File: src/rtl/mult_sequencer.sv
// Control sequencer for a shift-add multiplier: issues Load, Add and Shift strobes for WIDTH
// iterations and provides a Start/Busy/Done handshake for pipeline stall logic.
module mult_sequencer #(
  parameter int unsigned WIDTH = 8,
  localparam int unsigned CNT_W = $clog2(WIDTH)
) (
  input  logic             clk_i,
  input  logic             rst_ni,
  input  logic             start_i,
  input  logic             q0_i,
  output logic             load_o,
  output logic             add_en_o,
  output logic             shift_en_o,
  output logic             busy_o,
  output logic             done_o,
  output logic             k_o,
  output logic [CNT_W-1:0] iter_o
);

  typedef enum logic [2:0] {
    StIdle,
    StLoad,
    StTest,
    StAdd,
    StShift,
    StDone
  } state_e;

  localparam logic [CNT_W-1:0] IterLast = CNT_W'(WIDTH - 1);

  state_e           state_q, state_d;
  logic [CNT_W-1:0] iter_q, iter_d;
  logic             load_q, add_en_q, shift_en_q, busy_q, done_q;
  logic             k;

  assign k = (iter_q == IterLast);

  always_comb begin
    state_d = state_q;
    iter_d  = iter_q;
    case (state_q)
      StIdle: begin
        if (start_i) state_d = StLoad;
      end
      StLoad: begin
        iter_d  = '0;
        state_d = StTest;
      end
      StTest: begin
        state_d = q0_i ? StAdd : StShift;
      end
      StAdd: begin
        state_d = StShift;
      end
      StShift: begin
        if (k) begin
          state_d = StDone;
        end else begin
          iter_d  = iter_q + CNT_W'(1);
          state_d = StTest;
        end
      end
      StDone: begin
        // Clearing here keeps K low whenever the sequencer is idle.
        iter_d  = '0;
        state_d = StIdle;
      end
      default: begin
        iter_d  = '0;
        state_d = StIdle;
      end
    endcase
  end

  // Strobes are registered from the next state so each is a clean Moore output of the flops.
  always_ff @(posedge clk_i or negedge rst_ni) begin
    if (!rst_ni) begin
      state_q    <= StIdle;
      iter_q     <= '0;
      load_q     <= 1'b0;
      add_en_q   <= 1'b0;
      shift_en_q <= 1'b0;
      busy_q     <= 1'b0;
      done_q     <= 1'b0;
    end else begin
      state_q    <= state_d;
      iter_q     <= iter_d;
      load_q     <= (state_d == StLoad);
      add_en_q   <= (state_d == StAdd);
      shift_en_q <= (state_d == StShift);
      busy_q     <= (state_d != StIdle);
      done_q     <= (state_d == StDone);
    end
  end

  assign load_o     = load_q;
  assign add_en_o   = add_en_q;
  assign shift_en_o = shift_en_q;
  assign busy_o     = busy_q;
  assign done_o     = done_q;
  assign k_o        = k;
  assign iter_o     = iter_q;

endmodule

File: config.mk
export PLATFORM = sky130hd
export DESIGN_NAME = mult_sequencer
export DESIGN_NICKNAME = d
export VERILOG_FILES = /design/src/rtl/mult_sequencer.sv
export SDC_FILE = /design/constraint.sdc
export NUM_CORES = 1
export LEC_CHECK = 0
export ABC_AREA = 1
export BUFFER_PORTS_ARGS = -buffer_cell sky130_fd_sc_hd__buf_4
export CAP_MARGIN = 40
export CELL_PAD_IN_SITES_DETAIL_PLACEMENT = 0
export CELL_PAD_IN_SITES_GLOBAL_PLACEMENT = 1
export CORE_AREA = 2 2 39 41
export CTS_CLUSTER_SIZE = 28
export DETAILED_ROUTE_END_ITERATION = 7
export DIE_AREA = 0 0 41 43
export PLACE_DENSITY = 0.8
export RECOVER_POWER = 50
export SYNTH_ARGS = -nofsm -noshare
export SYNTH_HDL_FRONTEND = slang
export SYNTH_SLANG_ARGS = --single-unit
File: constraint.sdc
create_clock -name clk_i -period 3.3 [get_ports clk_i]
set_input_delay 0.66 -clock clk_i [delete_from_list [all_inputs] [get_ports clk_i]]
set_output_delay 0.66 -clock clk_i [all_outputs]
set_load 0.03 [all_outputs]
# Word-level counts from Yosys, hierarchy flattened
# Index checks and enable logic that the tools add are counted.
[word_totals]
regBits = 11
latch_bits = 0
ramBits = 0
mem_bits_ro = 0
inputBits = 4
output_inout_bits = 9
wordCells = 29
mem_count = 0
[classes]
add_sub_neg = 1
mul = 0
div_mod_pow = 0
magnitude_cmp = 0
n_eq_ne = 10
n_shift = 0
muxes = 6
n_bitwise = 1
n_reduce_logical = 4
[op_table]
columns = ["op", "count"]
rows = [
  ["3-bit one-hot mux with 5 select lines", 1],
  ["3-bit == test, second input constant", 4],
  ["3-bit 2-to-1 mux", 4],
  ["3-bit by 2-bit == test with 1-bit output, second input constant", 3],
  ["3-bit by 1-bit == test with 1-bit output, second input constant", 2],
  ["3-bit one-hot mux with 2 select lines", 1],
  ["3-bit by 1-bit adder with 3-bit output, second input constant", 1],
  ["3-bit zero test", 1],
  ["3-bit nonzero test", 1],
  ["3-bit OR reduction", 1],
  ["2-bit != test, second input constant", 1],
  ["2-bit AND reduction", 1],
  ["1-bit inverter", 1],
]

# Logic depth before layout (Yosys ltp)
# Gate-level depths: netlist of run 1.
[depth]
word_depth = 4
depth_mapped = 6
ltp_nobuf = 6

# Least setup slack after synthesis of run 1
# OpenSTA, ideal clock, no wires.
[synth_timing]
path_type = "reg-to-output"
start = "register iter_q[0] (netlist: iter_o[0])"
end = "output port k_o"
t_arrival_ns = 1.118
path_slack_ns = 1.522
path_stages_with_launch = 3
cell_sequence = "dfrtp_1 ha_1 ha_1"
[synth_via]
elab_chain_len = 1
[synth_lines]
columns = ["element", "line", "rtl"]
rows = [
  ["from (decl)", "32", "logic [CNT_W-1:0] iter_q, iter_d;"],
  ["from (signal assigned)", "87", "iter_q <= iter_d;"],
  ["3-bit == test", "36", "assign k = (iter_q == IterLast);"],
  ["to (decl)", "16", "output logic k_o,"],
]
# Every way passes these cells.

# Final worst setup path of run 1
# Same ends and word-level chain as after synthesis.

==> summary.md, run 1 <==
| Metric | Value |
|---|---|
| Share of layout cells above drive strength 1 | `26.47%` |
| Yosys warns | `0` |
| Mean Syn Cell Area | `9.167 um2` |
| Final GP Congestion | `0.7387` |
| Drt drc | `0` |
| Starting Density | `34.45%` |
| Synthesized Nets | `between 50 and 60` |
| Slowest CP cell | `dfrtp_1` |
| Power Dens Cells | `832.8 mW/mm2` |
| N_diodes | `0` |
| Worst-path cell chain | `ha_1 > ha_1 > buf_4` |
| Combinational Power Share | `between 40% and 50%` |
| Post-CTS Setup Repair Bufs | `0` |
| Worst skew pair latency | `0.27 ns` |
| Synthesized cell area | `roughly 480 um2` |
| Synth top area cells | `dfrtp_1, nand2_1, inv_1, ha_1, nor2_2` |
| Nets | `75` |
| IO Port Bufs | `12` |
| Final Hold Viols | `0` |
| XOR/XNOR share of the synthesized area | `0%` |
| Crit share post-route | `59.05%` |
| CORE AREA | `0.001384 mm2` |
| Area leader, netlist | `dfrtp_1` |
| Compound-Gate Fraction of Synth Area | `~3.9%` |
| Num CTS Buffers | `3` |
| Least-Margin Pin Slew | `about 0.57 ns` |
| Cts repair resizes | `0` |
| Cell count along the critical path | `3` |
| Die Wd | `41 um` |
| Fill cell count | `150` |
| Post-Layout Cell Count | `84` |
| Final wirelength | `847 um` |
| Post-DP Area | `586.8 um2` |
| Clock slew at reported path FFs | `0.08 ns` |
| Most common cell in the synthesized netlist | `nand2_1` |
| Startpoint type of the worst setup path | `flip-flop` |
| Largest stage delay, worst path | `0.42 ns` |
| Register Area | `275.3 um2` |
| Yosys reg bits | `11` |
| Hold buffer count at CTS | `0` |
| Synth Instances | `52` |
| First-pass GRT wire length | `1380 um` |
| Flop pwr share | `between 40% and 50%` |
| Area Overhead vs Synth | `26.25%` |
| CP most frequent cell | `ha_1` |
| Critical Path RT | `2.64 ns` |
| NetSw | `roughly 210 uW` |
| Via/cell ratio | `4.345` |
| Peak supply drop | `around 0.33 mV` |
| Status | `finished clean` |
| Setup Viol. Count Final | `0` |
| Final instance area | `601.8 um2` |
| Post-synth top area share | `57.74%` |
| Largest net degree at the start of global routing | `12` |
| Setup TNS Final | `0 ns` |
| Pwr Total | `501.2 uW` |
| Drt pass-1 iters | `2` |
| R2R cell count | `6` |
| Final worst slack | `1.351 ns` |
| Worst path arrival time | `1.29 ns` |
| Post-synth EDFFs | `0` |
| CTS root buffer | `clkbuf_4` |
| Critical path's top delay family | `adder cells` |
| Rows | `14` |
| Largest family of logic cells by synthesized area | `simple AND/OR/NAND/NOR gates` |
| Dominant synthesized flop cell | `dfrtp_1` |
| Post-Synth Simple-Gate Area | `24.41%` |
| Leak pwr | `0.3740 nW` |
| Most frequent cells after synthesis | `nand2_1, dfrtp_1, inv_1` |
| Min-delay worst type | `in2async` |
| H-tree depth | `1` |
| Critical path capture point type | `output port` |
| CTS Sinks | `11` |
| Relative slew margins | `61.79%` |
| WS Path Type | `reg2out` |
| Seq/Total Area, Yosys | `57.74%` |
| Switching Fraction | `41.56%` |
| Clk pwr share | `18.5%` |
| Die Area | `0.001763 mm2` |
| Max_cap viols | `0` |
| Via count | `365` |
| Crit-path max FO | `4` |
| CTS tree | `built` |
| Minimum clock period | `1.949 ns` |
| Skew final | `0.009825 ns` |
| Max Fclk | `0.5132 GHz` |
| Unrepaired setup endpoints after global routing | `no` |
| Multi-input logic area | `152.6 um2` |
| Initial antenna violation count | `0` |
| Post-synthesis async set-or-reset flop share | `100.0%` |
| Dpl ws | `1.617 ns` |
| Die H | `43 um` |
| Clk buf depth | `2` |
| WL per Instance | `10.08 um` |
| WP buf/inv | `1` |
| Initial DRC Count | `1` |
| Post-synthesis mux area share | `0%` |
| IO Pins | `13` |
| Total track usage | `12.16%` |
| Vias in the first global route | `335` |
| DP Wirelength | `645.8 um` |
| DRT antenna net count | `0` |
| Post-Synth Adder-Cell Area | `5.249%` |
| Final slew viol count | `0` |
| Int Pwr | `292.9 uW` |
| Placed cells | `80` |
| Cell variety after synth | `11` |
| Total gr overflow | `0` |
[per-stage QoR]
stage          util, %  hold slack [ns]
3_5_place_dp     42.41           0.5008
5_1_grt          43.49           0.4031
4_1_cts          44.30           0.1976
2_1_floorplan        -           0.3644
6_report         43.49           0.3507
3_3_place_gp     42.41           0.4944
[power by group through the flow]
stage	sequential, mW	clock [mW]	combinational [mW]
after global placement	0.208	0	0.212
after detailed placement	0.209	0	0.211
after global routing	0.211	0.103	0.228
final	0.206	0.0925	0.203
after floorplan	0.253	0	0.0976
after CTS	0.208	0.0969	0.212
[cells by family after synthesis]
| group | Yosys count |
|---|---|
| adders and majority gates | 2 |
| buffers and inverters | 11 |
| and+or+nand+nor | 25 |
| DFF | 11 |
| AOI/OAI and AO/OA | 3 |
[worst register-to-register path: cells and delay by family, from the launching register on]
kind / cells / cell delay [ns]
AND/OR/NAND/NOR: 3 / 0.35
flip-flops: 1 / 0.42
buffers and inverters: 1 / 0.08
adder cells (fa/ha/maj): 2 / 0.44
[cell type report]
class | count | share of cell area [%]
clock buffers | 4 | 4.366
well taps | 16 | 3.326
inverters | 11 | 6.861
flip-flops and latches | 11 | 45.74
repair buffers | 12 | 14.35
multi-input cells | 30 | 25.36
[routing by layer]
layer | track usage (%) | routed length, um | up-vias
met3 | 3.141 | 49 | 2
met1 | 16.33 | 380 | 163
met4 | 8.000 | 6 | 0
met2 | 16.56 | 410 | 9
met5 | 0 | 0 | -
li1 | - | - | 191
[state kept, by name (all words and copies together), names as in the netlist]
signal,count
add_en_o,1
load_o,1
done_o,1
iter_o,3
busy_o,1
shift_en_o,1
state_q,3
[cells in the final DEF, fill, tap and decap left out, drive strengths merged]
cell type	count
nand2	12
inv	11
dfrtp	11
buf	11
nor2	9
clkbuf	5
nand3	3
o21ai	3
ha	2
nand3b	1
[path summary, 6_finish.rpt]
check | startpoint | endpoint | slack, ns
max | iter_o[0] | k_o | 1.35
min | rst_ni | iter_o[1] | 0.35
max reg2reg | iter_o[0] | busy_o | 1.90
min reg2reg | iter_o[2] | iter_o[2] | 0.51
max in group asynchronous | rst_ni | done_o | 2.56
min in group clk_i | iter_o[2] | iter_o[2] | 0.51
Power figures use the tool's default switching activity.
==> run 2: changes to the inputs <==
--- a/config.mk
+++ b/config.mk
@@ -10,11 +10,10 @@
 export CAP_MARGIN = 40
 export CELL_PAD_IN_SITES_DETAIL_PLACEMENT = 0
 export CELL_PAD_IN_SITES_GLOBAL_PLACEMENT = 1
-export CORE_AREA = 2 2 39 41
+export CORE_UTILIZATION = 31
 export CTS_CLUSTER_SIZE = 28
 export DETAILED_ROUTE_END_ITERATION = 7
-export DIE_AREA = 0 0 41 43
-export PLACE_DENSITY = 0.8
+export PLACE_DENSITY = 0.74
 export RECOVER_POWER = 50
 export SYNTH_ARGS = -nofsm -noshare
 export SYNTH_HDL_FRONTEND = slang
==> constraint.sdc (replaced) <==
create_clock -name clk_i -period 1.6 [get_ports clk_i]
set_input_delay 0.32 -clock clk_i [delete_from_list [all_inputs] [get_ports clk_i]]
set_output_delay 0.32 -clock clk_i [all_outputs]
set_load 0.03 [all_outputs]
==> run 2 against run 1 <==
Compared with the run above:
- die area is 3.6% lower
- sequential power is 100% higher
- final area is 4.0% higher
- register-to-register slack worse by 1.6 ns
- clock power is 100% higher
- global-route usage is 0.64 points higher
- largest cell class unchanged
- critical path depth stayed put
- final cell count is 1.2% higher
- sequential share of layout area is 1.7 points lower
==> summary.md, run 2 (synthesis results as in run 1) <==
| Metric | Value |
|---|---|
| Nets | `77 (+2.7%)` |
| Critical hold path startpoint | `start_i` |
| Metal2 WL | `399 um (-2.7%)` |
| Peak supply drop | `0.5460 mV (+67%)` |
| Total gr overflow | `0 (unchanged)` |
| IO Pins | `13 (unchanged)` |
| Final wirelength | `850 um (+0.35%)` |
| Flop pwr share | `39.6% (-1.4 points)` |
| Pwr Total | `1.049 mW (+110%)` |
| Max Fclk | `0.6473 GHz` |
| Crit-path max FO | `3 (-1)` |
| Final Hold Viols | `0 (unchanged)` |
| Min-delay worst type | `in2reg` |
| Final worst slack | `0.05504 ns (-1.296 ns)` |
| Worst-path cell chain | `ha_1 > ha_2 > buf_4` |
| NetSw | `432.3 uW (+110%)` |
| Top sig layer | `met4` |
| Max_cap viols | `0 (unchanged)` |
| Critical path capture point type | `output port` |
| H-tree depth | `1 (unchanged)` |
| Relative slew margins | `60.62% (-1.2 points)` |
| Crit share post-route | `a little over nine tenths` |
| WL met1 | `373 um (-1.8%)` |
| Worst path arrival time | `1.22 ns (-0.07 ns)` |
| Area Overhead vs Synth | `31.23%` |
| Final slew viol count | `0 (unchanged)` |
| DR WL met3 | `40 um (-18%)` |
| Vias in the first global route | `316 (-5.7%)` |
| Setup Viol. Count Final | `0 (unchanged)` |
| Initial antenna violation count | `0 (unchanged)` |
| R2R Setup Slk | `0.33 ns (-1.57 ns)` |
| Rows | `13 (-1)` |
| Share of layout cells above drive strength 1 | `30.00% (+3.5 points)` |
| Via/cell ratio | `4.376 (+0.72%)` |
| Power Dens Cells | `1676 mW/mm2 (+100%)` |
| Dpl ws | `0.2441 ns (-1.373 ns)` |
| CORE AREA | `0.001366 mm2 (-1.3%)` |
| Drt drc | `0 (unchanged)` |
| IO Port Bufs | `12 (unchanged)` |
| Least-Margin Pin Slew | `0.5907 ns (+0.01754 ns)` |
| Status | `finished clean` |
| Most frequent cells in the layout | `nand2_1, buf_4, inv_1, dfrtp_1, nor2_1` |
| CTS Sinks | `11 (unchanged)` |
| DP Wirelength | `614.4 um (-4.9%)` |
| Placed cells | `79 (-1.3%)` |
| Slowest CP cell | `dfrtp_1` |
| WL per Instance | `10.00 um (-0.83%)` |
| Final Util | `45.79% (+2.3 points)` |
| First-pass GRT wire length | `1304 um (-5.5%)` |
| CTS root buffer | `clkbuf_4` |
| Drt pass-1 iters | `4 (+2)` |
| Clk pwr share | `18.1% (-0.4 points)` |
| Skew final | `0.002321 ns (-0.007504 ns)` |
| Largest stage delay, worst path | `0.40 ns (-0.02 ns)` |
| WS Path Type | `reg2out` |
| Clock slew at reported path FFs | `0.07 ns (about the same)` |
| Minimum clock period | `1.545 ns` |
| Final instance area | `625.6 um2 (+4.0%)` |
| Startpoint type of the worst setup path | `flip-flop` |
| Post-Layout Cell Count | `85 (+1.2%)` |
| Critical Path RT | `1.28 ns (-1.36 ns)` |
| Num CTS Buffers | `3 (unchanged)` |
| Starting Density | `34.89% (+0.44 points)` |
| Largest net degree at the start of global routing | `12 (unchanged)` |
| DRT antenna net count | `0 (unchanged)` |
| Leak pwr | `0.3802 nW (+1.7%)` |
| Die H | `41.22 um (-4.2%)` |
| Hold slack | `0.3668 ns (+0.01604 ns)` |
| N_diodes | `0 (unchanged)` |
| Die Wd | `41.22 um (+0.52%)` |
| Combinational Power Share | `42.3% (+1.8 points)` |
| Initial DRC Count | `10 (+9)` |
| Unrepaired setup endpoints after global routing | `no` |
| Worst skew pair latency | `0.27 ns (about the same)` |
| Setup TNS Final | `0 ns (unchanged)` |
| Via count | `372 (+1.9%)` |
| Final GP Congestion | `0.7662 (+3.7%)` |
| Worst Setup SP | `iter_o[1]` |
| CTS tree | `built` |
| Die Area | `0.001699 mm2 (-3.6%)` |
| Int Pwr | `616.5 uW (+110%)` |
| Clk buf depth | `2 (unchanged)` |
| R2R Path Start | `iter_o[1]` |
| Post-DP Area | `585.6 um2 (-0.21%)` |
| Total track usage | `12.79% (+0.64 points)` |
| Switching Fraction | `41.22% (-0.34 points)` |
run 2: final cells by class:
type,count,area (um2)
flip-flops and latches,11,275.3
multi-input cells,30,160.2
repair buffers,14,103.9
inverters,11,41.29
fillers,144,740.7
clock buffers,4,26.28
well taps,15,18.77
run 2: worst paths after layout:
kind	to	cells past startpoint
max	k_o	3
min	load_o	5
max reg2reg	busy_o	6
min reg2reg	iter_o[1]	2
max in group asynchronous	add_en_o	2
min in group asynchronous	state_q[0]	2
run 2: repair_timing:
action | CTS | global route
buffers inserted | 1 | 0
endpoints found under the hold margin | 11 | 0
hold buffers | 1 | 0
endpoints found under the setup margin | 1 | 1
gates resized for setup | 0 | 1
run 2: critical path, delay by kind of cell (launching register included):
kind       cells  cell delay, ns
flops          1            0.40
buf+inv        1            0.17
fa+ha+maj      2            0.38
run 2: layer usage:
layer / global-route usage [%] / vias to the layer above
li1: - / 192
met1: 15.18 / 163
met2: 19.53 / 12
met3: 1.630 / 5
met4: 12.10 / 0
met5: 0 / -
run 2: power groups by stage:
stage | logic (mW) | registers [mW] | clock network, mW
detailed placement | 0.435 | 0.428 | 0
global placement | 0.435 | 0.426 | 0
CTS | 0.455 | 0.418 | 0.194
finish | 0.444 | 0.416 | 0.189
floorplan | 0.201 | 0.523 | 0
global route | 0.498 | 0.430 | 0.211
